File: src/rtl/mem_port_arbiter.sv
// Arbiter sharing one single-ported memory bus between instruction fetch (I)
// and load/store (D); D has priority, bounded by a starvation limit for I.
module mem_port_arbiter #(
  parameter int unsigned STARVE_LIMIT = 4
) (
  input  logic        CLK,
  input  logic        RST,
  input  logic        I_REQ,
  input  logic [31:0] I_ADDR,
  output logic        I_ACK,
  output logic [31:0] I_RDDATA,
  input  logic        D_RDEN,
  input  logic        D_WREN,
  input  logic [31:0] D_ADDR,
  input  logic [3:0]  D_STRB,
  input  logic [31:0] D_WRDATA,
  output logic        D_ACK,
  output logic [31:0] D_RDDATA,
  output logic        STALL,
  output logic        MEM_REQ,
  output logic        MEM_WE,
  output logic [31:0] MEM_ADDR,
  output logic [3:0]  MEM_STRB,
  output logic [31:0] MEM_WDATA,
  input  logic        MEM_ACK,
  input  logic [31:0] MEM_RDDATA,
  output logic [1:0]  DBG_STATE,
  output logic [7:0]  DBG_STREAK
);

  // Handshake: a requester raises I_REQ or D_RDEN/D_WREN with stable address
  // and data, and holds it until its one-cycle x_ACK; the bus side holds
  // MEM_REQ and every MEM_* field constant until MEM_ACK is sampled high.
  typedef enum logic [1:0] {
    IDLE    = 2'd0,
    GRANT_I = 2'd1,
    GRANT_D = 2'd2,
    DONE    = 2'd3
  } state_t;

  localparam logic [7:0] LIMIT = 8'(STARVE_LIMIT);

  state_t     state;
  logic [7:0] streak;
  logic [7:0] streak_inc;
  logic       d_req;
  logic       d_wins;

  assign d_req      = D_RDEN | D_WREN;
  assign d_wins     = d_req && (!I_REQ || (LIMIT == 8'd0) || (streak < LIMIT));
  assign streak_inc = (streak < LIMIT) ? streak + 8'd1 : streak;

  assign STALL      = d_req & ~D_ACK;
  assign DBG_STATE  = state;
  assign DBG_STREAK = streak;

  always_ff @(posedge CLK) begin
    if (RST) begin
      state     <= IDLE;
      streak    <= '0;
      I_ACK     <= 1'b0;
      D_ACK     <= 1'b0;
      I_RDDATA  <= '0;
      D_RDDATA  <= '0;
      MEM_REQ   <= 1'b0;
      MEM_WE    <= 1'b0;
      MEM_ADDR  <= '0;
      MEM_STRB  <= '0;
      MEM_WDATA <= '0;
    end else begin
      I_ACK <= 1'b0;
      D_ACK <= 1'b0;
      case (state)
        IDLE: begin
          if (d_wins) begin
            state     <= GRANT_D;
            MEM_REQ   <= 1'b1;
            MEM_WE    <= D_WREN;
            MEM_ADDR  <= D_ADDR;
            MEM_STRB  <= D_WREN ? D_STRB : 4'hF;
            MEM_WDATA <= D_WREN ? D_WRDATA : '0;
            // Streak only counts grants that made a waiting fetch wait longer.
            streak    <= I_REQ ? streak_inc : '0;
          end else if (I_REQ) begin
            state     <= GRANT_I;
            MEM_REQ   <= 1'b1;
            MEM_WE    <= 1'b0;
            MEM_ADDR  <= I_ADDR;
            MEM_STRB  <= 4'hF;
            MEM_WDATA <= '0;
            streak    <= '0;
          end else begin
            streak <= '0;
          end
        end
        GRANT_I: begin
          if (MEM_ACK) begin
            state    <= DONE;
            MEM_REQ  <= 1'b0;
            I_ACK    <= 1'b1;
            I_RDDATA <= MEM_RDDATA;
          end
        end
        GRANT_D: begin
          if (MEM_ACK) begin
            state   <= DONE;
            MEM_REQ <= 1'b0;
            D_ACK   <= 1'b1;
            if (!MEM_WE) begin
              D_RDDATA <= MEM_RDDATA;
            end
          end
        end
        DONE: begin
          // Dead cycle so the acked requester can drop its request.
          state <= IDLE;
        end
        default: begin
          state <= IDLE;
        end
      endcase
    end
  end

endmodule

File: config.mk
export PLATFORM = sky130hd
export DESIGN_NAME = mem_port_arbiter
export DESIGN_NICKNAME = d
export VERILOG_FILES = /design/src/rtl/mem_port_arbiter.sv
export SDC_FILE = /design/constraint.sdc
export NUM_CORES = 1
export LEC_CHECK = 0
export CORE_ASPECT_RATIO = 1.4
export CORE_MARGIN = 3
export CORE_UTILIZATION = 39
export CTS_CLUSTER_SIZE = 20
export DETAILED_ROUTE_END_ITERATION = 10
export PLACE_DENSITY = 0.76
export SLEW_MARGIN = 25
export SYNTH_ARGS = -nofsm -noshare
export SYNTH_HDL_FRONTEND = slang
export SYNTH_SLANG_ARGS = --single-unit
File: constraint.sdc
create_clock -name CLK -period 2.3 [get_ports CLK]
set_input_delay 0.575 -clock CLK [delete_from_list [all_inputs] [get_ports CLK]]
set_output_delay 0.575 -clock CLK [all_outputs]
set_load 0.01 [all_outputs]
==> impl_table.tex <==
\begin{tabular}{lr}
\hline
Metric & Value \\
\hline
\multicolumn{2}{l}{\textbf{Run status}} \\
Outcome & complete, no violations \\
\multicolumn{2}{l}{\textbf{Clock tree}} \\
Post-CTS setup repair buffer count & 0 \\
Root buffer cell & sky130\_fd\_sc\_hd\_\_clkbuf\_16 \\
Clock-pin slew on the worst setup and hold paths & 0.06 ns \\
Clock tree buffer depth & 2 \\
Post-CTS Hold Buffers & 0 \\
CTS HTree Levels & 4 \\
\# resized after CTS & 4 \\
Number of clock sinks seen by CTS & 146 \\
Clk\_lat worst skew & 0.41 ns \\
CTS tree & done \\
Number of buffers inserted during clock tree synthesis & 17 \\
\multicolumn{2}{l}{\textbf{Yosys}} \\
Count of state elements after synthesis & 146 \\
Portion of netlist area occupied by mux cells & 6.07\% \\
Combinational family with the most area after synthesis & compound AO/OA/AOI/OAI gates \\
Seq/Total Area, Yosys & 55.4\% \\
Number of warnings printed during yosys synthesis & 0 \\
Cell area after synthesis & 5280 um2 \\
Mean post-synth cell area & 9.77 um2 \\
Synth Net Count & 684 \\
Post-Synth XOR/XNOR Area & 0\% \\
Cell count after synthesis & 540 \\
Adder and majority gate portion of the synthesized area & 1.42\% \\
Synthesized-area fraction occupied by ao, oa, aoi and oai cells & 19.7\% \\
Synth unique cells & 34 \\
Simple-gate portion of the synthesized area & 12.5\% \\
\multicolumn{2}{l}{\textbf{Floorplanning}} \\
Placeable Area & 13100 um2 \\
Initial standard-cell utilization of the core & 40.4\% \\
Ports placed on the boundary & 285 \\
Die outline area & 15000 um2 \\
Number of core rows & 49 \\
Die width & 104 um \\
DIE HEIGHT & 144 um \\
\multicolumn{2}{l}{\textbf{Finish}} \\
Fillers & 1033 \\
Commonest cells after routing, fill and taps aside & 281 x sky130\_fd\_sc\_hd\_\_clkdlybuf4s50\_1, 146 x sky130\_fd\_sc\_hd\_\_dfxtp\_1, 134 x sky130\_fd\_sc\_hd\_\_nand2\_1 \\
Commonest non-fill, non-tap cell in the layout & sky130\_fd\_sc\_hd\_\_clkdlybuf4s50\_1 \\
Post-route core utilization & 68.2\% \\
Growth of design area from synthesis to finish & 68.7\% \\
Non-Filler Cell Area, Final & 8900 um2 \\
Layout cell share with drive strength beyond 1 & 6.53\% \\
Total Nets Final & 959 \\
Sequential cell area & 2920 um2 \\
Number of diodes & 0 \\
Area of combinational cells with multiple inputs & 2120 um2 \\
\multicolumn{2}{l}{\textbf{GRT}} \\
Maximum number of pins on one net before global-route repair & 63 \\
Global routing usage summed across all routing layers & 22.4\% \\
Total gr overflow & 0 \\
Wire length of the first global-routing pass & 26.8 mm \\
Number of antenna violations at the first check in global routing & 0 \\
Vias in the first global route & 5238 \\
\multicolumn{2}{l}{\textbf{Timing}} \\
Total negative setup slack & 0 ns \\
Pins Over Slew Limit & 0 \\
Worst Skew & 0.0164 ns \\
Time the worst path needs with I/O delays and setup & 2.14 ns \\
Worst rel slew slack & 57.7\% \\
Worst slew pin tran & 0.635 ns \\
Crit share post-route & 93.2\% \\
Final setup violation count & 0 \\
Count of endpoints failing hold in the final timing report & 0 \\
Setup repair after global routing missed its margin & false \\
Fmax achieved & 467 MHz \\
\multicolumn{2}{l}{\textbf{Power and ir drop}} \\
Power Internal & 6.21 mW \\
Total chip power & 8.90 mW \\
Combinational Power Share & 32.5\% \\
Clock network fraction of total power & 31.0\% \\
PwrDens & 1000 nW/um2 \\
IR Drop Worst-Case VDD & 0.000489 V \\
Sequential Power Share & 36.5\% \\
Total net switching power & 2.69 mW \\
Switching Fraction & 30.2\% \\
Static leakage & 3.41 nW \\
\multicolumn{2}{l}{\textbf{Worst setup path}} \\
Crit. End Element & primary output \\
Largest fanout of any net on the critical path & 2 \\
Crit path kind & in2out \\
Required arrival time at the worst endpoint & 1.73 ns \\
Launching element type of the critical path & primary input \\
Data arrival time at the worst-slack endpoint & 1.57 ns \\
\multicolumn{2}{l}{\textbf{Place}} \\
HPWL reported at the end of detailed placement & 13.0 mm \\
Post-DP Area & 8310 um2 \\
Last weighted congestion value of the routability-driven placer & 0.777 \\
Number of buffers added on ports & 284 \\
\multicolumn{2}{l}{\textbf{Run}} \\
Number of maximum-capacitance violations & 0 \\
\multicolumn{2}{l}{\textbf{Drt}} \\
Post-route antenna net violation count & 0 \\
Number of detailed-routing iterations run before antenna repair & 5 \\
Remaining routing DRC violations & 0 \\
DR vias & 5038 \\
Number of violations reported at the end of detailed-routing iteration 0 & 178 \\
Vias per inst & 5.01 \\
Avg WL per Cell & 17.0 um \\
Routed WL & 17.1 mm \\
\multicolumn{2}{l}{\textbf{Worst hold path}} \\
Min-delay worst type & reg2reg \\
\hline
\end{tabular}
## cell families after synthesis
| family | Yosys count |
|---|---|
| simple gates | 162 |
| compound gates | 147 |
| flops | 146 |
| buf+inv | 47 |
| mux | 32 |
| fa+ha+maj | 6 |
## metal layers
| metal | up-vias | GRT usage (%) | share of wire [%] |
|---|---|---|---|
| li1 | 2426 | - | - |
| met1 | 2307 | 24.5 | 38 |
| met2 | 276 | 39.2 | 50 |
| met3 | 29 | 7.64 | 9.5 |
| met4 | 0 | 10.2 | 2.7 |
| met5 | - | 0 | 0 |
## worst paths after layout
kind / from / end / slack [ns] / depth (start not counted)
min: D_RDDATA[22] / D_RDDATA[22] / 0.45 / 2
max: D_RDEN / STALL / 0.16 / 4
max reg2reg: DBG_STREAK[7] / MEM_STRB[2] / 0.38 / 4
min reg2reg: D_RDDATA[22] / D_RDDATA[22] / 0.45 / 2
## Yosys cell counts
library cell                  n  share of area, %
sky130_fd_sc_hd__dfxtp_1    146                55
sky130_fd_sc_hd__buf_2        1             0.095
sky130_fd_sc_hd__inv_1        5              0.36
sky130_fd_sc_hd__or3_1        1              0.12
sky130_fd_sc_hd__a22o_1      33               5.5
sky130_fd_sc_hd__o31ai_1      1              0.14
sky130_fd_sc_hd__nand4b_1     1              0.17
sky130_fd_sc_hd__nor2b_1      1              0.12
sky130_fd_sc_hd__a221oi_2     1              0.28
sky130_fd_sc_hd__and4_1       2              0.33
sky130_fd_sc_hd__mux2i_1     32               6.1
sky130_fd_sc_hd__buf_1        1             0.071
sky130_fd_sc_hd__buf_12       3               1.1
sky130_fd_sc_hd__nor2_1       9              0.64
sky130_fd_sc_hd__or4_4        1              0.21
sky130_fd_sc_hd__buf_6        4              0.85
sky130_fd_sc_hd__o21ai_0      1             0.095
sky130_fd_sc_hd__nand2b_1     1              0.12
sky130_fd_sc_hd__or2_2        1              0.12
sky130_fd_sc_hd__nand3_1      1             0.095
sky130_fd_sc_hd__o221a_2      4              0.85
sky130_fd_sc_hd__nor3_1       5              0.47
sky130_fd_sc_hd__ha_1         6               1.4
sky130_fd_sc_hd__o21bai_1     1              0.14
sky130_fd_sc_hd__a31oi_1      1              0.12
sky130_fd_sc_hd__buf_4        1              0.14
sky130_fd_sc_hd__a21oi_1     71               6.7
sky130_fd_sc_hd__o2bb2ai_1   32               5.3
sky130_fd_sc_hd__a32o_1       1              0.19
sky130_fd_sc_hd__nand4_1      1              0.12
sky130_fd_sc_hd__clkbuf_1    32               2.3
sky130_fd_sc_hd__and2_1       4              0.47
sky130_fd_sc_hd__nand2_1    134               9.5
sky130_fd_sc_hd__o41ai_2      1              0.31
## metrics by stage
stage / hold slack (ns) / instances / worst slack, ns
6_report: 0.454 / 1005 / 0.157
5_1_grt: 0.469 / 1005 / 0.119
4_1_cts: 0.456 / 1005 / 0.133
3_5_place_dp: 0.445 / 974 / -0.245
3_3_place_gp: 0.440 / 974 / -0.262
2_1_floorplan: 0.481 / 540 / 0.392
## power by group through the flow
stage                     logic, mW  registers, mW  clock network (mW)
final                          2.89           3.25                2.76
after global routing           3.11           3.30                2.89
after CTS                      2.91           3.25                2.80
after detailed placement       2.91           3.29                   0
after global placement         2.84           3.28                   0
after floorplan                1.11           3.47                   0
## sequential cells by signal, indices dropped and copies added (netlist names)
signal / cells
DBG_STATE: 2
DBG_STREAK: 8
D_ACK: 1
D_RDDATA: 32
I_ACK: 1
I_RDDATA: 32
MEM_ADDR: 32
MEM_REQ: 1
MEM_STRB: 4
MEM_WDATA: 32
MEM_WE: 1
## worst max-delay path: stages
cell and delay, ns:
sky130_fd_sc_hd__clkdlybuf4s50_1 0.47, sky130_fd_sc_hd__nor2_4 0.19, sky130_fd_sc_hd__nor2_1 0.05, sky130_fd_sc_hd__dlygate4sd2_1 0.28
## final cells by class
| class | count | share of cell area (%) |
|---|---|---|
| tap | 178 | 2.50 |
| inverter | 5 | 0.211 |
| sequential | 146 | 32.8 |
| clock buffer | 21 | 5.06 |
| clock inverter | 10 | 1.52 |
| multi-input combinational | 347 | 23.8 |
| timing repair buffer | 298 | 34.0 |
Power figures use the tool's default switching activity.
